**src/rtl/mem_arbiter_pkg.sv**
```systemverilog
// Shared definitions for the core/DMA data-memory arbiter.
package mem_arbiter_pkg;

   typedef enum logic [0:0] {
      IDLE  = 1'b0,
      BURST = 1'b1
   } arb_state_t;

   localparam int MAXB_DEFAULT = 16;

endpackage

```
**src/rtl/mem_arbiter_burst_counter.sv**
```systemverilog
// Beat counter for one DMA burst; a length of zero encodes the full 2^LW beats.
module burst_counter #(
   parameter int LW = 4
) (
   input  logic          clk,
   input  logic          areset,
   input  logic          clr,
   input  logic          en,
   input  logic [LW-1:0] len,
   output logic [LW-1:0] beat,
   output logic          last
);

   localparam logic [LW-1:0] ONE = LW'(1);

   logic [LW-1:0] beat_r;

   // Modulo-2^LW subtraction makes len=0 terminate at the all-ones beat.
   assign last = (beat_r == (len - ONE));
   assign beat = beat_r;

   // Beat register: restarts on a new grant and after the terminal beat.
   always_ff @(posedge clk or negedge areset) begin
      if (!areset) begin
         beat_r <= '0;
      end else if (clr) begin
         beat_r <= '0;
      end else if (en) begin
         beat_r <= last ? '0 : (beat_r + ONE);
      end else begin
         beat_r <= beat_r;
      end
   end

endmodule

```
**src/rtl/mem_arbiter.sv**
```systemverilog
// Single-port data memory arbiter between a stalling core and a burst DMA.
module mem_arbiter
   import mem_arbiter_pkg::*;
#(
   parameter int AW   = 32,
   parameter int DW   = 32,
   parameter int MAXB = MAXB_DEFAULT,
   parameter int LW   = $clog2(MAXB)
) (
   input  logic          clk,
   input  logic          areset,
   input  logic          c_req,
   input  logic          c_we,
   input  logic [AW-1:0] c_addr,
   input  logic [DW-1:0] c_wdata,
   output logic [DW-1:0] c_rdata,
   output logic          c_stall,
   input  logic          d_req,
   input  logic          d_we,
   input  logic [AW-1:0] d_addr,
   input  logic [LW-1:0] d_len,
   input  logic [DW-1:0] d_wdata,
   output logic          d_gnt,
   output logic          d_beat,
   output logic          d_done,
   output logic [DW-1:0] d_rdata,
   output logic          mem_we,
   output logic [AW-1:0] mem_addr,
   output logic [DW-1:0] mem_wdata,
   input  logic [DW-1:0] mem_rdata
);

   arb_state_t    state_r, state_s;
   logic          prio_r, prio_s;
   logic [AW-1:0] base_r;
   logic          we_r;
   logic [LW-1:0] len_r;

   logic          gnt_s, beat_en_s, last_s, mem_we_s, d_beat_s, d_done_s;
   logic [LW-1:0] beat_s;
   logic [AW-1:0] offset_s;

   burst_counter #(.LW(LW)) u_cnt (
      .clk    (clk),
      .areset (areset),
      .clr    (gnt_s),
      .en     (beat_en_s),
      .len    (len_r),
      .beat   (beat_s),
      .last   (last_s)
   );

   assign beat_en_s = (state_r == BURST);
   assign offset_s  = {{(AW-LW-2){1'b0}}, beat_s, 2'b00};

   // Read data is simply steered to both requesters; strobes say who owns it.
   assign c_rdata = mem_rdata;
   assign d_rdata = mem_rdata;

   // Reset forces every write enable and pulse low regardless of inputs.
   assign mem_we = mem_we_s & areset;
   assign d_gnt  = gnt_s & areset;
   assign d_beat = d_beat_s & areset;
   assign d_done = d_done_s & areset;

   // Arbitration state, priority bit and the burst descriptor captured at grant.
   always_ff @(posedge clk or negedge areset) begin
      if (!areset) begin
         state_r <= IDLE;
         prio_r  <= 1'b0;
         base_r  <= '0;
         we_r    <= 1'b0;
         len_r   <= '0;
      end else begin
         state_r <= state_s;
         prio_r  <= prio_s;
         if (gnt_s) begin
            base_r <= d_addr;
            we_r   <= d_we;
            len_r  <= d_len;
         end else begin
            base_r <= base_r;
            we_r   <= we_r;
            len_r  <= len_r;
         end
      end
   end

   // Next state and memory-port steering.
   always_comb begin
      state_s   = state_r;
      prio_s    = prio_r;
      gnt_s     = 1'b0;
      mem_we_s  = 1'b0;
      mem_addr  = c_addr;
      mem_wdata = c_wdata;
      c_stall   = c_req;
      d_beat_s  = 1'b0;
      d_done_s  = 1'b0;
      case (state_r)
         IDLE: begin
            if (d_req && (!c_req || prio_r)) begin
               gnt_s   = 1'b1;
               state_s = BURST;
            end else if (c_req) begin
               mem_we_s = c_we;
               c_stall  = 1'b0;
               // A DMA that lost this cycle wins the next contended one.
               prio_s   = d_req ? 1'b1 : prio_r;
            end else begin
               state_s = IDLE;
            end
         end
         BURST: begin
            mem_addr  = base_r + offset_s;
            mem_we_s  = we_r;
            mem_wdata = d_wdata;
            d_beat_s  = 1'b1;
            if (last_s) begin
               d_done_s = 1'b1;
               state_s  = IDLE;
               prio_s   = 1'b0;
            end else begin
               state_s = BURST;
            end
         end
         default: begin
            state_s = IDLE;
            prio_s  = 1'b0;
         end
      endcase
   end

endmodule

```
**config.mk**
```make
export PLATFORM = sky130hd
export DESIGN_NAME = mem_arbiter
export DESIGN_NICKNAME = d
export VERILOG_FILES = /design/src/rtl/mem_arbiter_pkg.sv /design/src/rtl/mem_arbiter_burst_counter.sv /design/src/rtl/mem_arbiter.sv
export SDC_FILE = /design/constraint.sdc
export NUM_CORES = 1
export LEC_CHECK = 0
export ABC_CLOCK_PERIOD_IN_PS = 2200
export BUFFER_PORTS_ARGS = -buffer_cell sky130_fd_sc_hd__buf_2
export CORE_AREA = 2 2 116 118
export DETAILED_ROUTE_END_ITERATION = 12
export DIE_AREA = 0 0 118 120
export REMOVE_ABC_BUFFERS = 1
export SLEW_MARGIN = 25
export SYNTH_ARGS = -nofsm -noshare
export SYNTH_HDL_FRONTEND = slang
export SYNTH_SLANG_ARGS = --single-unit
```
**constraint.sdc**
```tcl
create_clock -name clk -period 2.2 [get_ports clk]
set_clock_uncertainty 0.15 [all_clocks]
set_input_delay 0.11 -clock clk [delete_from_list [all_inputs] [get_ports clk]]
set_output_delay 0.11 -clock clk [all_outputs]
set_load 0.005 [all_outputs]
```
==> impl_metrics.yaml, run 1 <==
outcome:
  outcome: "complete, but fails checks"
  violations: "negative setup slack"
yosys:
  ys_ff_latch: 43
  yosysWarnings: 0
  syn-cell-area_sq_mm: 0.00363
  ys_async_sr_fraction: 1.00
  syn_inst: 381
  synth.most_common_cell: "mux2_2"
  postSynthAreaPerCell_sq_um: 9.52
  netlist.area_leader.share: 0.297
  synthTopCellsByCount: "mux2_2, buf_4, dfrtp_1"
  synth_ff_type: "dfrtp_1"
  synth.yosys.seq_area_share: 0.297
  synth_area_leaders: "dfrtp_1, mux2_2, buf_4"
  synth_edf_count: 0
  yosys.area.top_type: "dfrtp_1"
  ys_types: 38
timing:
  slew_headroom: 0.646
  fin_crit_sh: 1.12
  slew_violations: 0
  rsz0062_at_grt: "true"
  period_needed_ps: 2470
  max_freq_ghz: 0.405
  setup_viol: 26
  finalHoldViolations: 0
  final.setup.tns_ps: -4260
  worst_pin_slew_ps: 525
  worst_slack_ps: -269
  timing.hold.ws_ps: 44.6
clock_tree:
  clk_pin_slew_ps: 60
  cts_tree: "yes"
  clockBufferDepth: 2
  clock_latency_ps: 280
  numCtsBuffers: 5
  htreeDepth: 2
  clock_sinks: 43
  cts_root_buffer: "clkbuf_16"
placed_design:
  post_dp_cell_area_sq_mm: 0.00465
  numPortBuffers: 206
  place_congestion: 0.833
  dp_hpwl_mm: 11.3
setup_path:
  start_kind: "flip-flop"
  max_stage_delay_ps: 380
  r2r_start: "prio_r$_DFFE_PN0P_"
  crit_fanout: 8
  cpLargestDelayFamily: "adder cells"
  cp_cell_sequence: "ha_2, fa_2, a21o_1, a21oi_2, buf_6, nor4_2, xnor2_1, a21oi_1, buf_2"
  r2r_slack_ps: 260
  criticalPathCategory: "flip-flop to output port"
  end_kind: "output port"
  crit_path_top_delay_cell: "dfrtp_1"
  timing.rr.end: "base_r[18]$_DFFE_PN0P_"
  arrival_ps: 2210
  cp_num_buf_inv: 2
  critPathRequiredTime_ps: 1940
  rr_worst_depth: 5
power:
  p_per_area_mw_per_mm2: 1250
  p_leak_nw: 2.52
  power_w: 0.00680
  vdd.ir_drop.worst_uv: 539
global_routing:
  antenna_found_initial: 0
  grt_pass1_vias: 3522
  overflow: 0
  grtUsageTotal: 0.195
  grt_max_degree: 100
  grt_pass1_wl_mm: 20.6
floorplan:
  rows: 42
  io_pins: 303
  die_area_sq_mm: 0.0142
  dieHeight_microns: 120
  core_sq_mm: 0.0130
  start_util: 0.279
  die_w_microns: 118
route:
  wl_met3_mm: 3.05
  drt-vias-per-instance: 4.70
  top_layer: "met4"
  drt_wl_total_mm: 14.3
  route.detailed.drc: 0
  vias: 3611
  wl_met1_mm: 5.39
  met2_length_mm: 5.78
  first_iter_violations: 117
  wl_per_cell_microns: 18.6
  ant_nets: 0
  drt_first_pass_iters: 4
hold_path:
  hold_depth: 3
  min_to: "prio_r$_DFFE_PN0P_"
  min-delay-start: "d_req"
  hold_class: "input pin to flip-flop"
finish:
  drive_gt1_frac: 0.609
  diodes: 0
  area_growth_pct: 50.2
  fillerInstances: 1279
  final_nets: 769
  fin_area_sq_mm: 0.00545
  post-route-util: 0.420
run:
  max_cap_viol_count: 0
## logic make-up after synthesis
group                    share of synthesized area
adder cells (fa/ha/maj)                     0.0262
buffers and inverters                        0.157
AND/OR/NAND/NOR                              0.136
AO/OA/AOI/OAI                               0.0749
multiplexers                                 0.227
flip-flops                                   0.297
XOR/XNOR                                    0.0821
## worst max path at each step
stage                            endpoint                 startpoint  slack [ps]  cells past startpoint
global route                 mem_addr[30]  u_cnt.beat[0]$_DFFE_PN0P_        -410                      9
floorplan           base_r[0]$_DFFE_PN0P_        beat_en_s$_DFF_PN0_       -1860                      2
detailed placement           mem_addr[30]  u_cnt.beat[0]$_DFFE_PN0P_        -130                      9
finish                       mem_addr[30]  u_cnt.beat[0]$_DFFE_PN0P_        -270                      9
CTS                          mem_addr[16]  u_cnt.beat[0]$_DFFE_PN0P_        -310                      8
global placement             mem_addr[30]      base_r[2]$_DFFE_PN0P_         -80                      9
## cell usage in the layout (no fill, tap or decap), types with 3 or more instances in the layout
cell           instances
a21oi_1               26
buf_12                 3
buf_2                206
buf_4                 33
clkbuf_16              5
dfrtp_1               40
dlygate4sd3_1         38
ha_4                   3
inv_1                  6
mux2_2                73
nand2_1               12
nand3_1                5
nand3_2                5
nand4_1               11
nor2_1                30
nor2b_1                3
nor3_1                 3
nor4_4                 3
o21ai_0                9
xnor2_1               20
xor2_1                13
## stage by stage
step,worst slack (ps),std cells
2_1_floorplan,-1860,301
3_3_place_gp,-84.8,714
3_5_place_dp,-126,716
4_1_cts,-310,763
5_1_grt,-405,769
6_report,-269,769
## layout make-up
class | count | area [sq um] | area share
Multi-Input combinational cell | 252 | 2180 | 0.400
Timing Repair Buffer | 284 | 1800 | 0.330
Sequential cell | 43 | 1080 | 0.199
Tap cell | 176 | 220 | 0.0404
Clock buffer | 7 | 143 | 0.0262
Inverter | 6 | 22.5 | 0.00413
Clock inverter | 1 | 5.00 | 0.000919
## sequential cells by signal, summed over array words and instances, names as in the netlist
register,cells
len_r,4
we_r,1
beat_en_s,1
prio_r,1
base_r,32
u_cnt.beat,4
## tightest hold or removal path, stage by stage
cell and delay [ps]:
buf_2 90, a21oi_1 50, o21ai_0 180
## routing by layer
metal	track usage	vias up
met4	0.0309	0
met2	0.265	263
li1	-	1692
met1	0.221	1646
met5	0.0404	-
met3	0.185	10
## where the power goes
group / internal, W / total [W] / switching, W
combinational: 0.00243 / 0.00452 / 0.00209
clock: 0.000451 / 0.000753 / 0.000302
sequential: 0.00120 / 0.00152 / 0.000324
total: 0.00408 / 0.00680 / 0.00272
## timing repair
action / CTS / global route
endpoints found under the hold margin: 54 / 0
gates resized for setup: 18 / 22
pin swaps: 21 / 39
setup buffers: 1 / 7
endpoints found under the setup margin: 26 / 27
hold buffers: 38 / 0
(Power assumes the default switching activity.)
==> run 2: changes to the inputs <==
--- a/config.mk
+++ b/config.mk
@@ -7,9 +7,12 @@
 export LEC_CHECK = 0
 export ABC_CLOCK_PERIOD_IN_PS = 2200
 export BUFFER_PORTS_ARGS = -buffer_cell sky130_fd_sc_hd__buf_2
-export CORE_AREA = 2 2 116 118
+export CELL_PAD_IN_SITES_DETAIL_PLACEMENT = 0
+export CELL_PAD_IN_SITES_GLOBAL_PLACEMENT = 1
+export CORE_MARGIN = 4
+export CORE_UTILIZATION = 24
 export DETAILED_ROUTE_END_ITERATION = 12
-export DIE_AREA = 0 0 118 120
+export PLACE_DENSITY_LB_ADDON = 0.1
 export REMOVE_ABC_BUFFERS = 1
 export SLEW_MARGIN = 25
 export SYNTH_ARGS = -nofsm -noshare
==> run 2 against run 1 <==
  * The flow still finishes with violations (negative setup slack)
  * Non-clock buffer count is 1 higher
  * Total power up 2.0%
  * Clock power grew 27%
  * Utilization is 4.1 points lower
  * Register-to-register slack improved by 110 ps
  * Maximum frequency is 0.12% higher
  * Count of clock-buffer cells in the layout down 1
  * Wire length fell by 0.74%
  * Critical path depth unchanged
  * Cell count grew 1.2%
  * Largest power group unchanged
==> impl_metrics.yaml, run 2 (synthesis gave the netlist of run 1 again) <==
timing:
  worst_pin_slew_ps: 536
  rsz0062_at_grt: "true"
  slew_headroom: 0.643
  fin_crit_sh: 1.12
  slew_violations: 0
  setup_viol: 26
  period_needed_ps: 2470
  finalHoldViolations: 0
  worst_slack_ps: -266
  final.setup.tns_ps: -4230
  max_freq_ghz: 0.406
route:
  drt_wl_total_mm: 14.2
  drt_first_pass_iters: 4
  drt-vias-per-instance: 4.51
  met2_length_mm: 6.08
  first_iter_violations: 68
  route.detailed.drc: 0
  wl_per_cell_microns: 18.3
  wl_met1_mm: 5.99
  wl_met3_mm: 1.94
  top_layer: "met5"
  vias: 3507
  ant_nets: 0
clock_tree:
  clockBufferDepth: 2
  numCtsBuffers: 5
  clk_pin_slew_ps: 60
  cts_tree: "yes"
  clock_latency_ps: 280
  htreeDepth: 2
  clock_sinks: 43
  cts_root_buffer: "clkbuf_16"
finish:
  area_growth_pct: 52.9
  multi_input_area_sq_mm: 0.00221
  final_cells: 778
  diodes: 0
  largest_reg_flops: 32
  regMostFlops: "base_r"
  fillerInstances: 1530
  final_cell_mix: "buf_2, mux2_2, dfrtp_1"
  final_nets: 770
  drive_gt1_frac: 0.614
  ff_latch_area_sq_mm: 0.00108
  final_common_cell: "buf_2"
  fin_area_sq_mm: 0.00555
  post-route-util: 0.379
global_routing:
  grt_max_degree: 41
  antenna_found_initial: 0
  grtUsageTotal: 0.153
  grt_pass1_wl_mm: 19.8
  overflow: 0
  grt_pass1_vias: 3445
placed_design:
  pre_cts_ws_ps: -129
  post_dp_cell_area_sq_mm: 0.00468
  place_congestion: 0.737
  dp.cells: 728
  dp_hpwl_mm: 11.5
  numPortBuffers: 206
floorplan:
  die_w_microns: 131
  io_pins: 303
  die_area_sq_mm: 0.0171
  rows: 44
  start_util: 0.248
  core_sq_mm: 0.0146
  dieHeight_microns: 131
outcome:
  outcome: "complete, but fails checks"
  violations: "negative setup slack"
setup_path:
  crit_fanout: 4
  start_kind: "flip-flop"
  arrival_ps: 2210
  critPathRequiredTime_ps: 1940
  criticalPathCategory: "flip-flop to output port"
  end_kind: "output port"
hold_path:
  hold_class: "input pin to flip-flop"
power:
  p_clk_frac: 0.138
  p_switching_w: 0.00264
  comb_power_share: 0.638
  p_sw_frac: 0.380
  p_int_w: 0.00430
  p_per_area_mw_per_mm2: 1250
  pwr-share-seq: 0.224
  p_leak_nw: 2.56
  vdd.ir_drop.worst_uv: 395
run:
  max_cap_viol_count: 0
==> run 2: cell count changes in the layout (fill, tap and decap cells not counted), moves of 2 or more <==
cell and delta:
mux2_4 +2, nand3_2 -2, xor2_2 +3, mux2_2 -2, bufinv_16 +2, xor2_1 -3
buf_16 -2, nor2_1 -2, nand3_4 +2, buf_6 +3, buf_12 +2, buf_2 -2
==> run 2: stage by stage <==
step	hold slack, ps	total power [W]
finish	7.18	0.00693
global route	13.3	0.00753
CTS	4.37	0.00683
detailed placement	-190	0.00559
global placement	-195	0.00556
floorplan	-336	0.00367
==> run 2: power groups by stage <==
stage	registers, W	logic, W	clock network (W)
after detailed placement	0.00156	0.00403	0
after floorplan	0.00169	0.00198	0
after global routing	0.00163	0.00488	0.00102
final	0.00155	0.00442	0.000956
after global placement	0.00154	0.00401	0
after CTS	0.00154	0.00430	0.000991
==> run 2: final timing paths <==
check	from	to	slack, ps	cells past startpoint
max reg2reg	len_r[0]$_DFFE_PN0P_	u_cnt.beat[2]$_DFFE_PN0P_	370	8
min reg2reg	base_r[0]$_DFFE_PN0P_	base_r[0]$_DFFE_PN0P_	350	1
min in group asynchronous	areset	prio_r$_DFFE_PN0P_	40	2
min	c_req	prio_r$_DFFE_PN0P_	7	3
max	u_cnt.beat[0]$_DFFE_PN0P_	mem_addr[18]	-270	9
max in group asynchronous	areset	beat_en_s$_DFF_PN0_	1050	3
==> run 2: area by class of cell <==
class,count,area share
Tap cell,184,0.0415
Sequential cell,43,0.195
Multi-Input combinational cell,252,0.399
Inverter,6,0.00406
Clock inverter,2,0.0108
Clock buffer,6,0.0232
Timing Repair Buffer,285,0.326
==> run 2: what timing repair did <==
action                     CTS  global route
hold endpoints to repair    81             0
setup endpoints to repair   26            28
setup buffers                1             4
hold buffers                39             0
resized for setup           30            21
pin swaps                   46            32
==> run 2: worst max-delay path, cell delays in order, from the launching register on <==
cell and delay, ps:
dfrtp_1 390, ha_2 190, fa_2 340, a21o_1 190
a21oi_2 200, buf_6 160, nor4b_2 60, xnor2_1 130
a21oi_1 120, buf_2 140
==> run 2: layer usage <==
| metal | GRT usage | up-vias |
|---|---|---|
| met3 | 0.0829 | 9 |
| met1 | 0.194 | 1588 |
| met2 | 0.229 | 215 |
| met4 | 0.0194 | 5 |
| met5 | 0.0735 | - |
| li1 | - | 1690 |
